===== config.mk =====
export PLATFORM = sky130hd
export DESIGN_NAME = apb_vend_cfg_master_flat
export DESIGN_NICKNAME = d
export VERILOG_FILES = /design/src/rtl/apb_vend_cfg_master_if.sv /design/src/rtl/apb_vend_cfg_master.sv /design/src/flat_wrapper.sv
export SDC_FILE = /design/constraint.sdc
export NUM_CORES = 1
export LEC_CHECK = 0
export CAP_MARGIN = 20
export CORE_ASPECT_RATIO = 2
export CORE_MARGIN = 10
export CORE_UTILIZATION = 30
export DETAILED_ROUTE_END_ITERATION = 8
export SYNTH_ARGS = -nofsm -noshare
export SYNTH_HDL_FRONTEND = slang
export SYNTH_SLANG_ARGS = --single-unit

===== constraint.sdc =====
create_clock -name clk -period 5.3 [get_ports clk]
set_input_delay 0.53 -clock clk [delete_from_list [all_inputs] [get_ports clk]]
set_output_delay 0.53 -clock clk [all_outputs]
set_load 0.02 [all_outputs]

===== src/rtl/apb_vend_cfg_master_if.sv =====
// Command port plus APB initiator bus for the vending machine config master.
// The master modport is the initiator's view of the bus; the slave modport is the host/responder side.
interface apb_vend_cfg_master_if #(
  parameter int IDX_W = 6
);
  logic             cmd_valid;
  logic             cmd_ready;
  logic [1:0]       cmd_op;
  logic [IDX_W-1:0] cmd_idx;
  logic [31:0]      cmd_data;
  logic             rsp_valid;
  logic [31:0]      rsp_data;
  logic             rsp_err;
  logic             busy;
  logic             psel;
  logic             penable;
  logic             pwrite;
  logic [31:0]      paddr;
  logic [31:0]      pwdata;
  logic [31:0]      prdata;
  logic             pready;

  modport master (
    input  cmd_valid, cmd_op, cmd_idx, cmd_data, prdata, pready,
    output cmd_ready, rsp_valid, rsp_data, rsp_err, busy,
           psel, penable, pwrite, paddr, pwdata
  );

  modport slave (
    output cmd_valid, cmd_op, cmd_idx, cmd_data, prdata, pready,
    input  cmd_ready, rsp_valid, rsp_data, rsp_err, busy,
           psel, penable, pwrite, paddr, pwdata
  );
endinterface


===== src/rtl/apb_vend_cfg_master.sv =====
// APB initiator for per-item vending config words: single read/write and restock-all
// (read-modify-write of the stock field over every item) with a pready timeout.
module apb_vend_cfg_master #(
  parameter int ITEMS   = 64,
  parameter int IDX_W   = 6,
  parameter int TIMEOUT = 16
) (
  input logic                       clk,
  input logic                       rst,
  apb_vend_cfg_master_if.master     bus
);
  // state  | meaning
  // IDLE   | waiting for a command, cmd_ready high
  // SETUP  | APB setup phase, psel=1 penable=0
  // ACCESS | APB access phase, waiting for pready or timeout
  // DONE   | one-cycle response pulse
  typedef enum logic [1:0] {IDLE, SETUP, ACCESS, DONE} state_t;

  localparam int CNT_W = (TIMEOUT > 1) ? $clog2(TIMEOUT) : 1;
  localparam logic [1:0] OP_WR  = 2'b00;
  localparam logic [1:0] OP_RD  = 2'b01;
  localparam logic [1:0] OP_RS  = 2'b10;
  localparam logic [1:0] OP_RSV = 2'b11;

  state_t           state, state_n;
  logic [1:0]       op;
  logic [IDX_W-1:0] idx;
  logic [7:0]       stock;
  logic [31:0]      wdata;
  logic             wr_phase;
  logic [CNT_W-1:0] wait_cnt;
  logic [15:0]      so_cnt;
  logic [31:0]      rsp_data;
  logic             rsp_err;
  logic             psel, penable;
  logic             accept, timeout, last_item;

  assign bus.cmd_ready = (state == IDLE) && !rst;
  assign accept        = bus.cmd_valid && bus.cmd_ready;
  assign timeout       = (state == ACCESS) && !bus.pready && (wait_cnt == '0);
  assign last_item     = (idx == IDX_W'(ITEMS - 1));

  assign bus.psel      = psel;
  assign bus.penable   = penable;
  assign bus.pwrite    = wr_phase && psel;
  assign bus.paddr     = 32'(idx);
  assign bus.pwdata    = wdata;
  assign bus.rsp_valid = (state == DONE);
  assign bus.rsp_data  = rsp_data;
  assign bus.rsp_err   = rsp_err;
  assign bus.busy      = (state != IDLE) || accept;

  always_comb begin
    state_n = state;
    psel    = 1'b0;
    penable = 1'b0;
    case (state)
      IDLE:   if (accept) state_n = (bus.cmd_op == OP_RSV) ? DONE : SETUP;
      SETUP: begin
        psel    = 1'b1;
        state_n = ACCESS;
      end
      ACCESS: begin
        psel    = 1'b1;
        penable = 1'b1;
        if (timeout)
          state_n = DONE;
        else if (bus.pready)
          state_n = (op == OP_RS && !(wr_phase && last_item)) ? SETUP : DONE;
      end
      DONE:   state_n = IDLE;
      default: state_n = IDLE;
    endcase
  end

  always_ff @(posedge clk) begin
    if (rst) begin
      state    <= IDLE;
      op       <= OP_WR;
      idx      <= '0;
      stock    <= '0;
      wdata    <= '0;
      wr_phase <= 1'b0;
      wait_cnt <= '0;
      so_cnt   <= '0;
      rsp_data <= '0;
      rsp_err  <= 1'b0;
    end else begin
      state <= state_n;
      case (state)
        IDLE: if (accept) begin
          op       <= bus.cmd_op;
          idx      <= (bus.cmd_op == OP_RS) ? '0 : bus.cmd_idx;
          stock    <= bus.cmd_data[7:0];
          wdata    <= bus.cmd_data;
          wr_phase <= (bus.cmd_op == OP_WR);
          so_cnt   <= '0;
          if (bus.cmd_op == OP_RSV) begin
            rsp_data <= '0;
            rsp_err  <= 1'b1;
          end
        end
        SETUP: wait_cnt <= CNT_W'(TIMEOUT - 1);
        ACCESS: begin
          if (timeout) begin
            rsp_data <= '0;
            rsp_err  <= 1'b1;
          end else if (!bus.pready) begin
            wait_cnt <= wait_cnt - 1'b1;
          end else begin
            case (op)
              OP_WR: begin
                rsp_data <= '0;
                rsp_err  <= 1'b0;
              end
              OP_RD: begin
                rsp_data <= bus.prdata;
                rsp_err  <= 1'b0;
              end
              default: begin
                // Restock: read half captures the old word, write half advances the index.
                if (!wr_phase) begin
                  wdata    <= {bus.prdata[31:24], stock, bus.prdata[15:0]};
                  wr_phase <= 1'b1;
                  if (bus.prdata[23:16] == 8'h00 && so_cnt != 16'hFFFF)
                    so_cnt <= so_cnt + 16'd1;
                end else begin
                  wr_phase <= 1'b0;
                  if (last_item) begin
                    rsp_data <= {16'h0000, so_cnt};
                    rsp_err  <= 1'b0;
                  end else begin
                    idx <= idx + 1'b1;
                  end
                end
              end
            endcase
          end
        end
        default: ;
      endcase
    end
  end
endmodule

===== src/flat_wrapper.sv =====
// flat-port wrapper written by rule: the top's interface ports become plain ports
module apb_vend_cfg_master_flat 
#(
  parameter int ITEMS   = 64,
  parameter int IDX_W   = 6,
  parameter int TIMEOUT = 16
)
  (clk, rst, bus_cmd_valid, bus_cmd_op, bus_cmd_idx, bus_cmd_data, bus_prdata, bus_pready, bus_cmd_ready, bus_rsp_valid, bus_rsp_data, bus_rsp_err, bus_busy, bus_psel, bus_penable, bus_pwrite, bus_paddr, bus_pwdata);
  apb_vend_cfg_master_if #(.IDX_W(IDX_W)) bus_i ();
  input logic clk;
  input logic rst;
  input wire logic [$bits(bus_i.cmd_valid)-1:0] bus_cmd_valid;
  input wire logic [$bits(bus_i.cmd_op)-1:0] bus_cmd_op;
  input wire logic [$bits(bus_i.cmd_idx)-1:0] bus_cmd_idx;
  input wire logic [$bits(bus_i.cmd_data)-1:0] bus_cmd_data;
  input wire logic [$bits(bus_i.prdata)-1:0] bus_prdata;
  input wire logic [$bits(bus_i.pready)-1:0] bus_pready;
  output wire logic [$bits(bus_i.cmd_ready)-1:0] bus_cmd_ready;
  output wire logic [$bits(bus_i.rsp_valid)-1:0] bus_rsp_valid;
  output wire logic [$bits(bus_i.rsp_data)-1:0] bus_rsp_data;
  output wire logic [$bits(bus_i.rsp_err)-1:0] bus_rsp_err;
  output wire logic [$bits(bus_i.busy)-1:0] bus_busy;
  output wire logic [$bits(bus_i.psel)-1:0] bus_psel;
  output wire logic [$bits(bus_i.penable)-1:0] bus_penable;
  output wire logic [$bits(bus_i.pwrite)-1:0] bus_pwrite;
  output wire logic [$bits(bus_i.paddr)-1:0] bus_paddr;
  output wire logic [$bits(bus_i.pwdata)-1:0] bus_pwdata;
  assign bus_i.cmd_valid = bus_cmd_valid;
  assign bus_i.cmd_op = bus_cmd_op;
  assign bus_i.cmd_idx = bus_cmd_idx;
  assign bus_i.cmd_data = bus_cmd_data;
  assign bus_i.prdata = bus_prdata;
  assign bus_i.pready = bus_pready;
  assign bus_cmd_ready = bus_i.cmd_ready;
  assign bus_rsp_valid = bus_i.rsp_valid;
  assign bus_rsp_data = bus_i.rsp_data;
  assign bus_rsp_err = bus_i.rsp_err;
  assign bus_busy = bus_i.busy;
  assign bus_psel = bus_i.psel;
  assign bus_penable = bus_i.penable;
  assign bus_pwrite = bus_i.pwrite;
  assign bus_paddr = bus_i.paddr;
  assign bus_pwdata = bus_i.pwdata;
  apb_vend_cfg_master #(.ITEMS(ITEMS), .IDX_W(IDX_W), .TIMEOUT(TIMEOUT)) u_core (.clk(clk), .rst(rst), .bus(bus_i));
endmodule

==> run summary, run 1 <==
Worst Path Max Fanout: 57
Placed instance area: 6680 µm²
Required time at the worst-slack endpoint: 4.77 ns
Total negative slack: 0 ns
Routability-driven placement congestion ratio: 0.814
Total overflow reported by the global router: 0
Post-CTS Repair Setup Buffers: 0
Average cell area after synthesis: 8.56 µm²
Inserted Diodes: 0
Leakage component of the power: 2.42 nW
Number of cell instances on the worst register-to-register path: 8
Delay of the slowest critical-path stage: 0.76 ns
Clk pwr share: 0.190
Die extent in y: 206 µm
Switching share of total power: 0.410
Top cell family by delay on the critical path: buffers and inverters
Ratio of final minimum period to clock period: 0.585
Fillers: 1772
Vias per inst: 5.10
Share of the yosys chip area belonging to registers: 0.402
Number of gates resized after CTS: 0
Clk_lat worst skew: 0.35 ns
Reg-to-reg startpoint: u_core.state[0]$_SDFFE_PP0P_
Synth area leader: dfxtp_1
Overall routing resource usage: 0.137
Total number of vias: 4811
Result of the run: finished, final reports clean
Hold Startpoint: u_core.bus.rsp_data[18]$_SDFFE_PP0P_
Number of clock buffers inserted by TritonCTS: 9
Data arrival time of the critical path: 2.57 ns
Fin. max-slew vios: 0
Flip-flop cell with the highest count after synthesis: dfxtp_1
Final Hold Violating Endpoints: 0
Area occupied by multi-input gates: 2720 µm²
Detail Route Antenna Nets: 0
Kind of path behind the tightest hold check: reg2reg
Number of flops mapped to enable cells by yosys: 0
Critical setup path kind: in2out
Inst Count DP: 926
Layout net count: 813
Worst-case clock skew: 0.00847 ns
Synthesized netlist cell count: 605
Internal power: 0.00199 W
Commonest cells in the synthesized netlist: dfxtp_1, nor2_1, nand2_1, a211oi_1, mux2i_1
Clock tree from TritonCTS: built
Most instantiated library cell after synthesis: dfxtp_1
Instance count along the most critical hold path: 2
Io pins: 179
Warnings from Yosys: 0
Wire length of the first global-routing pass: 26300 µm
Remaining DRCs: 0
Nature of the critical path startpoint: primary input
Floorplan die area: 23200 µm²
Count of endpoints failing setup in the final report: 0
Unique cell type count in the Yosys netlist: 60
Fraction of registers with async set/reset: 0
Final design instance area without fill: 6990 µm²
Hold buffer count at CTS: 0
Worst-margin pin slew: 1.04 ns
Maximum number of buffers from clock root to sink: 2
Number of antenna violations at the first check in global routing: 0
Initial Utilization: 0.303
Total of max-cap violations: 0
Final critical-path required period: 3.10 ns
Number of iterations in the first detailed-routing pass: 4
Final WL: 16500 µm
Sinks on the clock net: 104
Area added between synthesis and finish: 34.8%
Pin count of the biggest net entering global routing: 58
Headroom to the max-slew limit: 0.308
Clock-pin slew on the worst setup and hold paths: 0.07 ns
Setup crit end kind: output pin
Root buffer cell: clkbuf_16
Number of register bits inferred by synthesis: 104
Row count: 68
Design Power: 0.00336 W
H-tree depth reported by CTS: 3
I/O Buffers: 152
Half-perimeter wire length of the detailed placement result: 12400 µm
Die span in x: 113 µm
Dominant cells by area after synthesis: dfxtp_1, mux2i_1, a211oi_1
Placeable core region: 17100 µm²
Crit path max-delay cell type: buf_2
Final std cells w/o fill: 943
Fraction of power consumed by combinational cells: 0.491
Per-cell routed wire length: 17.5 µm
Number of buffers and inverters on the critical path: 3
RR Endpoint: u_core.bus.rsp_data[1]$_SDFFE_PP0P_
Initial detailed-routing violation count: 274
IR Drop Worst-Case VDD: 357 µV
Area share of the leading cell type in the synthesized netlist: 0.402
Total area of sequential cells: 2080 µm²
Number of global-route vias before repair: 4699
Fraction of final layout cells with drive strength greater than 1: 0.0450
RSZ-0062 raised after global routing: false
Worst reg-to-reg setup slack: 2.27 ns
Pwr dens: 482 nW/µm²
Max Clock Freq: 0.322 GHz
Crit path cell chain: buf_2 -> buf_4 -> nor2b_1 -> clkdlybuf4s50_1
Fraction of power consumed by sequential logic: 0.319
Cell area after synthesis: 5180 µm²
Hold endpoint: u_core.bus.rsp_data[18]$_SDFFE_PP0P_
Net switching power of the design: 0.00138 W
## layout by cell type (no fill, tap or decap), types with 3 or more instances in the layout
cell,instances
clkdlybuf4s50_1,151
dfxtp_1,104
nor2_1,69
nand2_1,62
a211oi_1,43
mux2i_1,36
a21oi_1,27
conb_1,26
nand3_1,25
nor3_1,19
a221oi_1,15
inv_1,14
o21ai_0,14
a31oi_1,12
nand3b_1,11
clkbuf_16,9
a22oi_1,7
ha_1,7
nand4_1,6
and3_1,6
nor4_1,4
and2_1,3
nor2b_1,3
a2111oi_0,3
buf_4,3
## sequential cells by signal, indices dropped and copies added (netlist names)
| register | flops |
|---|---|
| u_core.idx | 6 |
| u_core.op | 2 |
| u_core.state | 2 |
| u_core.wr_phase | 1 |
| u_core.wait_cnt | 4 |
| u_core.bus.rsp_err | 1 |
| u_core.bus.rsp_data | 32 |
| u_core.so_cnt | 16 |
| u_core.bus.pwdata | 32 |
| u_core.stock | 8 |
## worst max path at each step
stage / start / to / slack, ns / depth (start not counted)
final: rst / bus_cmd_ready / 2.20 / 4
after global routing: u_core.state[0]$_SDFFE_PP0P_ / u_core.bus.rsp_data[3]$_SDFFE_PP0P_ / 1.91 / 8
after floorplan: u_core.state[0]$_SDFFE_PP0P_ / u_core.bus.rsp_data[4]$_SDFFE_PP0P_ / 3.19 / 9
after detailed placement: rst / u_core.bus.rsp_data[28]$_SDFFE_PP0P_ / 2.12 / 6
after CTS: rst / bus_cmd_ready / 2.17 / 4
after global placement: rst / u_core.so_cnt[7]$_SDFFE_PP0P_ / 1.99 / 6
## tightest hold or removal path: stages, from the launching register on
cell and delay, ns:
dfxtp_1 0.31, nand2_1 0.05, a21oi_1 0.05
## power by group through the flow
stage                     clock network, W  registers [W]  logic, W
after floorplan                          0        0.00121   0.00101
after global placement                   0        0.00109   0.00161
after detailed placement                 0        0.00109   0.00166
after CTS                         0.000663        0.00107   0.00167
after global routing              0.000683        0.00110   0.00184
final                             0.000639        0.00107   0.00165
## logic make-up (layout without fill, tap and decap cells)
logic type      after synthesis  count (layout)  share of synthesized area
buf+inv                      84             187                     0.0927
fa+ha+maj                     8               8                     0.0193
flops                       104             104                      0.402
other cells                   1              26                   0.000724
xor+xnor                      2               2                    0.00338
simple gates                222             222                      0.203
compound gates              147             147                      0.207
mux                          37              37                     0.0717
## area by class of cell
cell class,instances,area share
Inverter,14,0.00752
Clock buffer,9,0.0322
Tap cell,210,0.0376
Clock inverter,6,0.00752
Multi-Input combinational cell,442,0.389
Timing Repair Buffer,158,0.228
Sequential cell,104,0.298
## stage by stage
stage               worst slack [ns]  hold slack, ns  utilization
floorplan                       3.19           0.449            -
global placement                1.99           0.438        0.389
CTS                             2.17           0.457        0.407
finish                          2.20           0.454        0.408
global route                    1.91           0.476        0.408
detailed placement              2.12           0.446        0.391
## layer usage
metal  track usage  up-vias  wire, µm
met3        0.0384       14      1110
met2         0.216      148      7550
met4        0.0428        0       291
met5             0        -         0
li1              -     2400         -
met1         0.177     2249      7550
Power figures use the tool's default switching activity.
==> run 2, diff against run 1 <==
- clock period: 5.3 -> 2.75 ns (I/O delays scaled with it)
==> run 2 against run 1 <==
Compared with the run above:
- via count down 0.42%
- critical path type is now reg2reg
- critical endpoint is now u_core.bus.rsp_data[11]$_SDFFE_PP0P_
- critical path depth up 3
- die area did not move
- highest routed layer unchanged
- largest cell class unchanged
- largest power group unchanged
- sequential share of layout area is 0.42 points lower
==> run summary, run 2 (synthesized netlist as in run 1, its figures left out) <==
Root buffer cell: clkbuf_16 (unchanged)
Hold Startpoint: rst (was u_core.bus.rsp_data[18]$_SDFFE_PP0P_)
H-tree depth reported by CTS: 3 (unchanged)
I/O Buffers: 152 (unchanged)
Worst-margin pin slew: 0.916 ns (was 1.04 ns)
Smallest hold slack: 0.430 ns (was 0.454 ns)
RSZ-0062 raised after global routing: false (unchanged)
Sinks on the clock net: 104 (unchanged)
IR Drop Worst-Case VDD: 593 µV (was 357 µV)
Total overflow reported by the global router: 0 (unchanged)
Critical setup path kind: reg2reg (was in2out)
Number of iterations in the first detailed-routing pass: 6 (was 4)
Worst-case clock skew: 0.00905 ns (was 0.00847 ns)
Most used cells in the layout excluding fill and tap cells: clkdlybuf4s50_1, dfxtp_1, nor2_1, nand2_1, a211oi_1 (unchanged)
Floorplan die area: 23200 µm² (unchanged)
Total negative slack: 0 ns (unchanged)
Clk_lat worst skew: 0.34 ns (was 0.35 ns)
Final Hold Violating Endpoints: 0 (unchanged)
Io pins: 179 (unchanged)
Max Clock Freq: 0.412 GHz
Fin. max-slew vios: 0 (unchanged)
Fraction of final layout cells with drive strength greater than 1: 0.0567 (was 0.0450)
Ratio of final minimum period to clock period: 0.883
Number of clock buffers inserted by TritonCTS: 9 (unchanged)
Result of the run: finished, final reports clean (unchanged)
Worst-case setup margin in the final layout: 0.323 ns (was 2.20 ns)
Inserted Diodes: 0 (unchanged)
Initial Utilization: 0.303 (unchanged)
Per-cell routed wire length: 17.2 µm (was 17.5 µm)
Pin count of the biggest net entering global routing: 74 (was 58)
Initial detailed-routing violation count: 327 (was 274)
Data arrival time of the critical path: 2.69 ns (was 2.57 ns)
Detail Route Antenna Nets: 0 (unchanged)
Die extent in y: 206 µm (unchanged)
Hold buffer count at CTS: 0 (unchanged)
Nature of the critical path startpoint: flop (was primary input)
Clock tree from TritonCTS: built (unchanged)
Pwr dens: 941 nW/µm² (was 482 nW/µm²)
Leading cell type in the layout, fill and taps excluded: clkdlybuf4s50_1 (unchanged)
Placeable core region: 17100 µm² (unchanged)
Area added between synthesis and finish: 36.7% (was 34.8%)
Die span in x: 113 µm (unchanged)
Number of antenna violations at the first check in global routing: 0 (unchanged)
Reg-to-reg startpoint: u_core.state[0]$_SDFFE_PP0P_ (unchanged)
Total of max-cap violations: 0 (unchanged)
Maximum number of buffers from clock root to sink: 2 (unchanged)
Overall routing resource usage: 0.135 (was 0.137)
Total number of vias: 4791 (was 4811)
Number of global-route vias before repair: 4599 (was 4699)
Required time at the worst-slack endpoint: 3.01 ns (was 4.77 ns)
Worst Path Max Fanout: 14 (was 57)
Post-CTS Repair Setup Buffers: 0 (unchanged)
Routability-driven placement congestion ratio: 0.830 (was 0.814)
Leakage component of the power: 2.47 nW (was 2.42 nW)
Wire length of the first global-routing pass: 25800 µm (was 26300 µm)
Setup crit end kind: flop (was output pin)
Clock-pin slew on the worst setup and hold paths: 0.07 ns (about the same)
Number of gates resized after CTS: 0 (unchanged)
Headroom to the max-slew limit: 0.387 (was 0.308)
Final WL: 16400 µm (was 16500 µm)
Layout net count: 822 (was 813)
First element of the critical path: u_core.state[0]$_SDFFE_PP0P_ (was rst)
Vias per inst: 5.04 (was 5.10)
Remaining DRCs: 0 (unchanged)
Count of endpoints failing setup in the final report: 0 (unchanged)
Post-placement worst setup slack: 0.309 ns (was 2.12 ns)
Row count: 68 (unchanged)
Final critical-path required period: 2.43 ns
Kind of path behind the tightest hold check: in2reg (was reg2reg)
Half-perimeter wire length of the detailed placement result: 12600 µm (was 12400 µm)
## run 2: where the power goes
group	leakage, nW	internal [W]	switching, W
logic	1.47	0.00139	0.00183
registers	0.850	0.00184	0.000224
clock network	0.155	0.000818	0.000560
total	2.47	0.00405	0.00262
## run 2: worst max-delay path: stages (launching register included)
cell and delay, ns:
dfxtp_1 0.33, inv_1 0.13, ha_2 0.37, buf_4 0.24
nand2_1 0.14, nor2_1 0.72, a221oi_1 0.23, nor3_1 0.18
## run 2: metrics by stage
stage          utilization  instances  instance area (µm²)  total power [W]
6_report             0.414        951                 7080          0.00667
5_1_grt              0.414        951                 7080          0.00714
4_1_cts              0.414        951                 7080          0.00674
3_5_place_dp         0.396        937                 6770          0.00534
3_3_place_gp         0.396        937                 6770          0.00529
2_1_floorplan            -        630                 5280          0.00429
## run 2: worst paths after layout
check                                                       endpoint  slack, ns  cells past startpoint
worst max register to register  u_core.bus.rsp_data[11]$_SDFFE_PP0P_       0.32                      7
worst min register to register  u_core.bus.rsp_data[21]$_SDFFE_PP0P_       0.45                      2
worst min-delay path                      u_core.idx[4]$_SDFFE_PP0P_       0.43                      3
worst max-delay path            u_core.bus.rsp_data[11]$_SDFFE_PP0P_       0.32                      7
## run 2: routing by layer
metal,track usage,part of all wire,vias to the layer above,wire (µm)
met2,0.212,0.46,155,7580
met4,0.0410,0.014,0,234
met5,0,0,-,0
li1,-,-,2401,-
met3,0.0366,0.067,17,1100
met1,0.176,0.46,2218,7460
## run 2: final cells by class
type | count | area [µm²]
fill | 1719 | 10000
multi-input combinational | 442 | 2720
sequential | 104 | 2080
timing repair buffer | 167 | 1650
tap | 210 | 263
clock buffer | 10 | 239
clock inverter | 4 | 77.6
inverter | 14 | 52.6
